<file path="config.mk">
export PLATFORM = sky130hd
export DESIGN_NAME = spi_frame_rx
export DESIGN_NICKNAME = d
export VERILOG_FILES = /design/src/rtl/spi_frame_rx.sv
export SDC_FILE = /design/constraint.sdc
export NUM_CORES = 1
export LEC_CHECK = 0
export CORE_UTILIZATION = 36
export DETAILED_ROUTE_END_ITERATION = 16
export PLACE_DENSITY_LB_ADDON = 0.2
export SKIP_LAST_GASP = 1
export SLEW_MARGIN = 20
export SYNTH_ARGS = -nofsm -noshare
export SYNTH_HDL_FRONTEND = slang
export SYNTH_SLANG_ARGS = --single-unit
export TNS_END_PERCENT = 30
</file>
<file path="constraint.sdc">
create_clock -name clk -period 3.2 [get_ports clk]
set_input_delay 0.8 -clock clk [delete_from_list [all_inputs] [get_ports clk]]
set_output_delay 0.8 -clock clk [all_outputs]
set_load 0.02 [all_outputs]
</file>
<file path="src/rtl/spi_frame_rx.sv">
// SPI slave front end: synchronises the raw SPI pins into clk, deserialises
// 10-bit {op[1:0], data[7:0]} frames (MSB first) into a small FWFT FIFO,
// shifts a readback byte out on miso during bits 2..9, and flags frames whose
// bit count is not exactly 10.
//
// Consumer handshake: frame_valid means the FIFO head (frame_op/frame_data)
// is meaningful; a pop happens on every cycle with frame_valid && frame_ready.
// Head data holds steady while frame_valid && !frame_ready.
module spi_frame_rx #(
  parameter int SYNC_STAGES = 2,
  parameter int FIFO_AW     = 2
) (
  input  logic               clk,
  input  logic               reset_n,
  input  logic               sck,
  input  logic               ssel,
  input  logic               mosi,
  output logic               miso,
  output logic               rd_req,
  input  logic [7:0]         rd_data,
  output logic               frame_valid,
  output logic [1:0]         frame_op,
  output logic [7:0]         frame_data,
  input  logic               frame_ready,
  output logic               frame_err,
  output logic               overflow,
  input  logic               clr_overflow,
  output logic [FIFO_AW:0]   fifo_count,
  output logic [1:0]         dbg_state_o
);

  localparam int DEPTH = 1 << FIFO_AW;

  typedef enum logic [1:0] {
    WAIT_IDLE = 2'd0,
    IDLE      = 2'd1,
    ACTIVE    = 2'd2
  } state_e;

  logic [SYNC_STAGES-1:0] sck_sync_q, ssel_sync_q, mosi_sync_q;
  logic                   sck_prev_q, ssel_prev_q;
  logic                   sck_s, ssel_s, mosi_s;
  logic                   sck_rise, ss_fall, ss_rise;

  state_e      state_q, state_d;
  logic [3:0]  bit_cnt_q, bit_cnt_d;
  logic [9:0]  sr_q, sr_d;
  logic        miso_q, miso_d;
  logic        rd_req_q, rd_req_d;
  logic        rd_dly_q;
  logic [7:0]  shadow_q;
  logic        eval_q, eval_d;
  logic [3:0]  cnt_inc;
  logic [3:0]  rb_sel;

  logic [9:0]         mem_q [DEPTH];
  logic [FIFO_AW-1:0] wptr_q, rptr_q;
  logic [FIFO_AW:0]   count_q, count_d;
  logic               overflow_q;
  logic               push, pop, full, push_ok;

  assign sck_s  = sck_sync_q[SYNC_STAGES-1];
  assign ssel_s = ssel_sync_q[SYNC_STAGES-1];
  assign mosi_s = mosi_sync_q[SYNC_STAGES-1];

  assign sck_rise = sck_s & ~sck_prev_q;
  assign ss_fall  = ~ssel_s & ssel_prev_q;
  assign ss_rise  = ssel_s & ~ssel_prev_q;

  // Pin synchronisers plus one extra sample of sck/ssel for edge detection.
  always_ff @(posedge clk or negedge reset_n) begin
    if (!reset_n) begin
      sck_sync_q  <= '0;
      ssel_sync_q <= '0;
      mosi_sync_q <= '0;
      sck_prev_q  <= 1'b0;
      ssel_prev_q <= 1'b0;
    end else begin
      sck_sync_q  <= {sck_sync_q[SYNC_STAGES-2:0], sck};
      ssel_sync_q <= {ssel_sync_q[SYNC_STAGES-2:0], ssel};
      mosi_sync_q <= {mosi_sync_q[SYNC_STAGES-2:0], mosi};
      sck_prev_q  <= sck_s;
      ssel_prev_q <= ssel_s;
    end
  end

  // FSM state and frame datapath registers.
  always_ff @(posedge clk or negedge reset_n) begin
    if (!reset_n) begin
      state_q   <= WAIT_IDLE;
      bit_cnt_q <= 4'd0;
      sr_q      <= 10'd0;
      miso_q    <= 1'b0;
      rd_req_q  <= 1'b0;
      rd_dly_q  <= 1'b0;
      shadow_q  <= 8'd0;
      eval_q    <= 1'b0;
    end else begin
      state_q   <= state_d;
      bit_cnt_q <= bit_cnt_d;
      sr_q      <= sr_d;
      miso_q    <= miso_d;
      rd_req_q  <= rd_req_d;
      rd_dly_q  <= rd_req_q;
      eval_q    <= eval_d;
      if (rd_dly_q) shadow_q <= rd_data;
    end
  end

  assign cnt_inc = (bit_cnt_q == 4'd15) ? 4'd15 : bit_cnt_q + 4'd1;
  assign rb_sel  = 4'd9 - cnt_inc;

  // Next-state logic: frame start/end detection, bit shifting, readback bit.
  always_comb begin
    state_d   = state_q;
    bit_cnt_d = bit_cnt_q;
    sr_d      = sr_q;
    miso_d    = miso_q;
    rd_req_d  = 1'b0;
    eval_d    = 1'b0;
    case (state_q)
      WAIT_IDLE: begin
        miso_d = 1'b0;
        if (ssel_s) state_d = IDLE;
      end
      IDLE: begin
        miso_d = 1'b0;
        if (ss_fall) begin
          state_d   = ACTIVE;
          rd_req_d  = 1'b1;
          bit_cnt_d = 4'd0;
          sr_d      = 10'd0;
        end
      end
      ACTIVE: begin
        if (sck_rise) begin
          sr_d      = {sr_q[8:0], mosi_s};
          bit_cnt_d = cnt_inc;
          if (cnt_inc >= 4'd2 && cnt_inc <= 4'd9) miso_d = shadow_q[rb_sel[2:0]];
          else                                    miso_d = 1'b0;
        end
        if (ss_rise) begin
          state_d = IDLE;
          eval_d  = 1'b1;
        end
      end
      default: state_d = WAIT_IDLE;
    endcase
  end

  // Frame evaluation happens the cycle after ss_rise, when bit_cnt/sr are final.
  assign push      = eval_q && (bit_cnt_q == 4'd10);
  assign frame_err = eval_q && (bit_cnt_q != 4'd10);

  assign full    = (count_q == (FIFO_AW+1)'(DEPTH));
  assign pop     = frame_valid && frame_ready;
  assign push_ok = push && (!full || pop);

  // FIFO storage; no reset needed since the head is only meaningful when valid.
  always_ff @(posedge clk) begin
    if (push_ok) mem_q[wptr_q] <= sr_q;
  end

  // Occupancy next value from accepted push and pop.
  always_comb begin
    count_d = count_q;
    case ({push_ok, pop})
      2'b10:   count_d = count_q + 1'b1;
      2'b01:   count_d = count_q - 1'b1;
      default: count_d = count_q;
    endcase
  end

  // FIFO pointers, occupancy and the sticky overflow flag (set beats clear).
  always_ff @(posedge clk or negedge reset_n) begin
    if (!reset_n) begin
      wptr_q     <= '0;
      rptr_q     <= '0;
      count_q    <= '0;
      overflow_q <= 1'b0;
    end else begin
      if (push_ok) wptr_q <= wptr_q + 1'b1;
      if (pop)     rptr_q <= rptr_q + 1'b1;
      count_q <= count_d;
      if (push && full && !pop) overflow_q <= 1'b1;
      else if (clr_overflow)    overflow_q <= 1'b0;
    end
  end

  assign frame_valid = (count_q != '0);
  assign frame_op    = mem_q[rptr_q][9:8];
  assign frame_data  = mem_q[rptr_q][7:0];
  assign fifo_count  = count_q;
  assign overflow    = overflow_q;
  assign miso        = miso_q;
  assign rd_req      = rd_req_q;
  assign dbg_state_o = state_q;

endmodule
</file>
; Yosys cells after proc, flatten, opt, wreduce, memory -nomap -nowiden
; Memories as Yosys holds them, arrays and structs flattened.
; Index checks and enable logic that the tools add are counted.
[word_totals]
reg_bits = 44
latchBits = 0
ram_bits = 40
rom_bits = 0
in_bits = 15
out_inout_bits = 20
wordCells = 90
memories = 1
[mem_list]
columns = memory, words, word_bits, rd, rd_ports_with_merged_regs, write_ports, line
row1 = mem_q, 4, 10, 1, 0, 1, 56  ; logic [9:0] mem_q [DEPTH];
[classes]
n_addsub = 6
multipliers = 0
n_div = 0
magnitude_cmp = 3
n_eq_ne = 12
n_shift = 0
n_mux = 25
bitwise_logic = 6
n_reduce_logical = 20
[op_table]
columns = cell, count
row1 = 10-bit 2-to-1 mux, 2
row2 = 10-bit one-hot mux with 2 select lines, 1
row3 = 4-bit 2-to-1 mux, 3
row4 = 1-bit 2-to-1 mux, 11
row5 = 4-bit equality test (second input constant), 2
row6 = 2-bit inequality test (second input constant), 4
row7 = 4-bit one-hot mux with 2 select lines, 1
row8 = 2-bit nonzero test, 4
row9 = 1-bit logical AND, 7
row10 = 2-bit 2-to-1 mux, 3
row11 = 2-bit one-hot mux with 3 select lines, 1
row12 = 3-bit one-hot mux with 2 select lines, 1
row13 = 3-bit AND reduction, 2
row14 = 2-bit by 1-bit adder with 2-bit output (second input constant), 2
row15 = 4-bit by 1-bit adder with 4-bit output (second input constant), 1
row16 = 2-bit by 1-bit equality test with 1-bit output (second input constant), 2
row17 = 2-bit equality test (second input constant), 2
row18 = 4-bit by 2-bit greater-or-equal comparator with 1-bit output (second input constant), 1
row19 = 4-bit <= comparator (second input constant), 1
row20 = 3-bit by 4-bit less-than comparator with 1-bit output (second input constant), 1
row21 = 4-bit inequality test (second input constant), 1
row22 = 3-bit by 1-bit adder with 3-bit output (second input constant), 1
row23 = 1-bit AND, 3
row24 = 1-bit binary-select mux with 3-bit select, 1
row25 = 11 further kinds, 14

; Logic depth before layout (Yosys ltp)
[logic_depth]
word_depth = 8
mapped_depth = 13
depth_no_buf = 11

; Worst setup path after synthesis
; Ideal clock, no wire load.
[synth_path]
path_kind = in2reg
startpoint = in frame_ready
endpoint = reg count_q[2] (netlist: fifo_count[2])
setup_ns = 0.080
arrival_ns = 2.558
required_ns = 3.120
path_slack_ns = 0.562
stages = 10
path_buffers = 1
path_cell_list = or4b_1 > nor2b_1 > buf_2 > inv_1 > ha_1 > inv_1 > fa_1 > xor2_1 > nor2_1 > xor2_1
[synth_via]
elab_chain_cells = 5
elab_cells_between_ends = 7
classes_between = 2 x eq/ne / 1 x mux / 4 x reduce/logical
[synth_lines]
columns = element, line
row1 = "start, declared", 24  ; input logic frame_ready,
row2 = 1-bit logical AND *, 156  ; assign pop = frame_valid && frame_ready;
row3 = 1-bit logical OR, 157  ; assign push_ok = push && (!full || pop);
row4 = 1-bit logical AND, 157
row5 = 2-bit by 1-bit equality test with 1-bit output or 2-bit equality test (tied branches), 167  ; case ({push_ok, pop})
row6 = 3-bit one-hot mux with 2 select lines or 2-bit nonzero test (tied branches), -
row7 = "end signal, assigned", 184  ; count_q <= count_d;
row8 = "end, declared", 58  ; logic [FIFO_AW:0] count_q, count_d;
; Mark *: on every way between the ends. The rest lies on a longest branch, timed or not.
; A chain may end at the register's enable or synchronous reset.

; Final worst setup path
[layout_path]
startpoint = reg rptr_q[0]
endpoint = out frame_data[7]
[layout_via]
elab_chain_cells = 1
[layout_lines]
columns = element, line
row1 = "start, declared", 57  ; logic [FIFO_AW-1:0] wptr_q, rptr_q;
row2 = "start signal, assigned", 183  ; if (pop) rptr_q <= rptr_q + 1'b1;
row3 = memory read 4 x 10 bit, -
row4 = "end, declared", 23  ; output logic [7:0] frame_data,
; Every way passes these cells.

==> impl_metrics.json <==
{
  "cellLeakagePower_nw": 1.58,
  "initial_antenna_violation_count": 0,
  "h-tree-depth": 3,
  "synth.ff_latch_count": 84,
  "pwr_density_cell_nw_per_um2": 636,
  "die-width_microns": 99.5,
  "antenna-diode-count": 0,
  "met3_wirelength_microns": 188,
  "cpMaxStageDelayCell": "sky130_fd_sc_hd__clkdlybuf4s50_1",
  "max_cap_viol_count": 0,
  "power.share.clock_pct": 24.8,
  "detailedPlacementHpwl_microns": 3670,
  "internal_power_mw": 1.86,
  "place.gp.congestion": 0.769,
  "fin_cells": 392,
  "combinationalPowerShare_pct": 24.5,
  "clock-skew-final_ps": 7.87,
  "finalSetupTns_ps": 0,
  "worstPathCellList": "buf_4 > mux4_2 > clkdlybuf4s50_1",
  "numPortBuffers": 34,
  "synth.avg_cell_area_sq_um": 15.7,
  "gr-usage-all-layers_pct": 12.6,
  "numCtsBuffers": 9,
  "fin_hold_ws_ps": 353,
  "final_antenna_net_count": 0,
  "timing.final.max_slew_violations": 0,
  "post_cts.repair.setup_buffers": 0,
  "number_of_enable_flip_flop_cells_after_synthesis": 40,
  "mappedNetlistNets": 243,
  "grt_remaining_overflow": 0,
  "hold_violations": 0,
  "share_seq_of_total_power_pct": 50.7,
  "fin_total_pwr_mw": 2.59,
  "drc": 0,
  "layout_worst_path_cycle_share_pct": 90.2,
  "multi_input_comb_area_sq_um": 1020,
  "ctsResizeCount": 0,
  "rsz0062_at_grt": "no",
  "placedCellCount": 376,
  "grt_pass1_wl_microns": 9220,
  "detail_route.first_pass.iterations": 4,
  "timing.max_slew.rel_slack_pct": 57.8,
  "p_sw_mw": 0.726,
  "cp_num_buf_inv": 2,
  "wl_met2_microns": 2710,
  "met1Wirelength_microns": 2510,
  "vdd_drop_max_mv": 0.319,
  "worst_setup_hold_path_clk_slew_ps": 70,
  "initial_core_utilization_pct": 37.0,
  "hold_buffers": 0,
  "placementRows": 35,
  "ff_latch_area_sq_um": 2300,
  "post_synth_inst_count": 218,
  "setup.worst_path.start_class": "flip-flop",
  "utilization_pct": 44.0,
  "drt_first_iter_violations": 25,
  "first_global_vias": 1836,
  "clock_tree_from_tritoncts": "built",
  "cts_num_sinks": 84,
  "cp_slowest_stage_delay_ps": 550,
  "path_delay_family": "buffers and inverters",
  "io_pins": 35,
  "yosysSeqAreaShare_pct": 67.3,
  "cts_root_buffer": "sky130_fd_sc_hd__clkbuf_8",
  "clockBufferDepth": 2,
  "top_layer": "met4",
  "syn_area_sq_um": 3420,
  "coreArea_sq_um": 9240,
  "synth-warning-count": 0,
  "synth-async-reset-ratio_pct": 52.4,
  "detail_route.wl_per_cell_microns": 14.0,
  "fmax_mhz": 346,
  "die_area_sq_um": 9900,
  "setup.worst_path.class": "reg -> out",
  "setup-violations-final": 0,
  "layout-area-overhead-vs-synth_pct": 18.8,
  "timing_worst_slew_pin_value_ps": 632,
  "wirelength_microns": 5470,
  "grt_start_max_net_pins": 45,
  "clk-insertion-delay-late_ps": 340,
  "share_of_final_layout_standard_cells_stronger_than_drive_strength_1_pct": 15.2,
  "cp_max_fo": 10,
  "crit_arrival_ps": 2090,
  "cp_capture_type": "primary output",
  "synth-main-ff-cell": "sky130_fd_sc_hd__dfrtp_1",
  "switching_share_pct": 28.0,
  "crit_required_ps": 2400,
  "total_via_count_after_detailed_routing": 1825,
  "ys_types": 42,
  "detail_route.vias_per_cell": 4.66,
  "finalCriticalPeriod_ps": 2890,
  "num-nets-final": 283,
  "run_status": "complete, no violations",
  "die_h_microns": 99.5,
  "worstHoldPathType": "reg -> reg",
  "fillerInstances": 840
}
cell usage in the layout, fill, tap and decap left out, types with 3 or more instances in the layout:
master	count
sky130_fd_sc_hd__a21oi_1	5
sky130_fd_sc_hd__a22o_1	10
sky130_fd_sc_hd__and2_1	6
sky130_fd_sc_hd__buf_4	4
sky130_fd_sc_hd__clkbuf_1	4
sky130_fd_sc_hd__clkbuf_8	10
sky130_fd_sc_hd__clkdlybuf4s50_1	33
sky130_fd_sc_hd__dfrtp_1	44
sky130_fd_sc_hd__edfxtp_1	40
sky130_fd_sc_hd__ha_1	9
sky130_fd_sc_hd__inv_1	15
sky130_fd_sc_hd__mux2_2	9
sky130_fd_sc_hd__mux4_2	10
sky130_fd_sc_hd__nand2_1	16
sky130_fd_sc_hd__o21ai_0	4
sky130_fd_sc_hd__o21ai_1	4
sky130_fd_sc_hd__xnor2_1	3
sky130_fd_sc_hd__xor2_1	3
cell families after synthesis:
family / count (synthesis) / share of synthesized area (%)
buffers and inverters: 23 / 2.92
XOR/XNOR: 6 / 1.54
flip-flops: 84 / 67.3
multiplexers: 21 / 10.1
AND/OR/NAND/NOR: 40 / 7.28
adder cells (fa/ha/maj): 10 / 3.88
AO/OA/AOI/OAI: 34 / 6.98
area by class of cell:
type | instances | share of cell area, %
Sequential cell | 84 | 56.6
Multi-Input combinational cell | 111 | 25.1
Timing Repair Buffer | 37 | 8.86
Tap cell | 129 | 3.97
Clock buffer | 14 | 3.75
Inverter | 15 | 1.39
Clock inverter | 2 | 0.308
through the flow:
step                      cell area [sq um]  setup slack (ps)
final                                  4070               314
after detailed placement               3900               165
after floorplan                        3420               562
after CTS                              4060               264
after global placement                 3900               228
after global routing                   4070               216
path summary, 6_finish.rpt:
kind                                start              to  slack (ps)  cells past startpoint
max in group asynchronous         reset_n         sr_q[3]        2380                      1
setup / recovery                rptr_q[0]   frame_data[7]         310                      3
hold reg to reg            mosi_sync_q[0]  mosi_sync_q[1]         350                      0
hold / removal             mosi_sync_q[0]  mosi_sync_q[1]         350                      0
min in group asynchronous         reset_n  dbg_state_o[1]         440                      1
setup reg to reg            fifo_count[1]   fifo_count[2]         920                      9
state kept, by name (all words and copies together), names as in the netlist, 2 cells and up:
register	cells
mem_q	40
sr_q	10
shadow_q	8
bit_cnt_q	4
fifo_count	3
dbg_state_o	2
mosi_sync_q	2
rptr_q	2
sck_sync_q	2
ssel_sync_q	2
wptr_q	2
cell usage after synthesis (2+ instances only):
master | instances | area, sq um
sky130_fd_sc_hd__xnor2_1 | 3 | 26.3
sky130_fd_sc_hd__nor2_1 | 2 | 7.51
sky130_fd_sc_hd__xor2_1 | 3 | 26.3
sky130_fd_sc_hd__a22o_1 | 10 | 87.6
sky130_fd_sc_hd__inv_1 | 15 | 56.3
sky130_fd_sc_hd__nand2_1 | 16 | 60.1
sky130_fd_sc_hd__dfrtp_1 | 44 | 1100
sky130_fd_sc_hd__o311ai_0 | 2 | 17.5
sky130_fd_sc_hd__ha_1 | 9 | 113
sky130_fd_sc_hd__and2_1 | 6 | 37.5
sky130_fd_sc_hd__nor2b_1 | 2 | 12.5
sky130_fd_sc_hd__mux2_2 | 9 | 101
sky130_fd_sc_hd__mux4_2 | 10 | 225
sky130_fd_sc_hd__o21ai_1 | 4 | 20.0
sky130_fd_sc_hd__buf_2 | 5 | 25.0
sky130_fd_sc_hd__o21ai_0 | 4 | 20.0
sky130_fd_sc_hd__clkbuf_1 | 2 | 7.51
sky130_fd_sc_hd__a21oi_1 | 5 | 25.0
sky130_fd_sc_hd__o311ai_1 | 2 | 17.5
sky130_fd_sc_hd__edfxtp_1 | 40 | 1200
sky130_fd_sc_hd__o22ai_1 | 2 | 12.5
sky130_fd_sc_hd__nand3_1 | 2 | 10.0
sky130_fd_sc_hd__mux2i_1 | 2 | 20.0
power by group through the flow:
stage                     clock network (mW)  logic (mW)  registers [mW]
after floorplan                            0       0.413            1.32
after global placement                     0       0.637            1.34
after detailed placement                   0       0.648            1.34
after CTS                              0.671       0.651            1.32
after global routing                   0.716       0.696            1.33
final                                  0.641       0.635            1.31
per-layer routing:
| metal | up-vias | global-route usage [%] |
|---|---|---|
| li1 | 878 | - |
| met2 | 33 | 20.7 |
| met5 | - | 0 |
| met4 | 0 | 3.73 |
| met1 | 907 | 15.4 |
| met3 | 7 | 4.99 |
(Power assumes the default switching activity.)
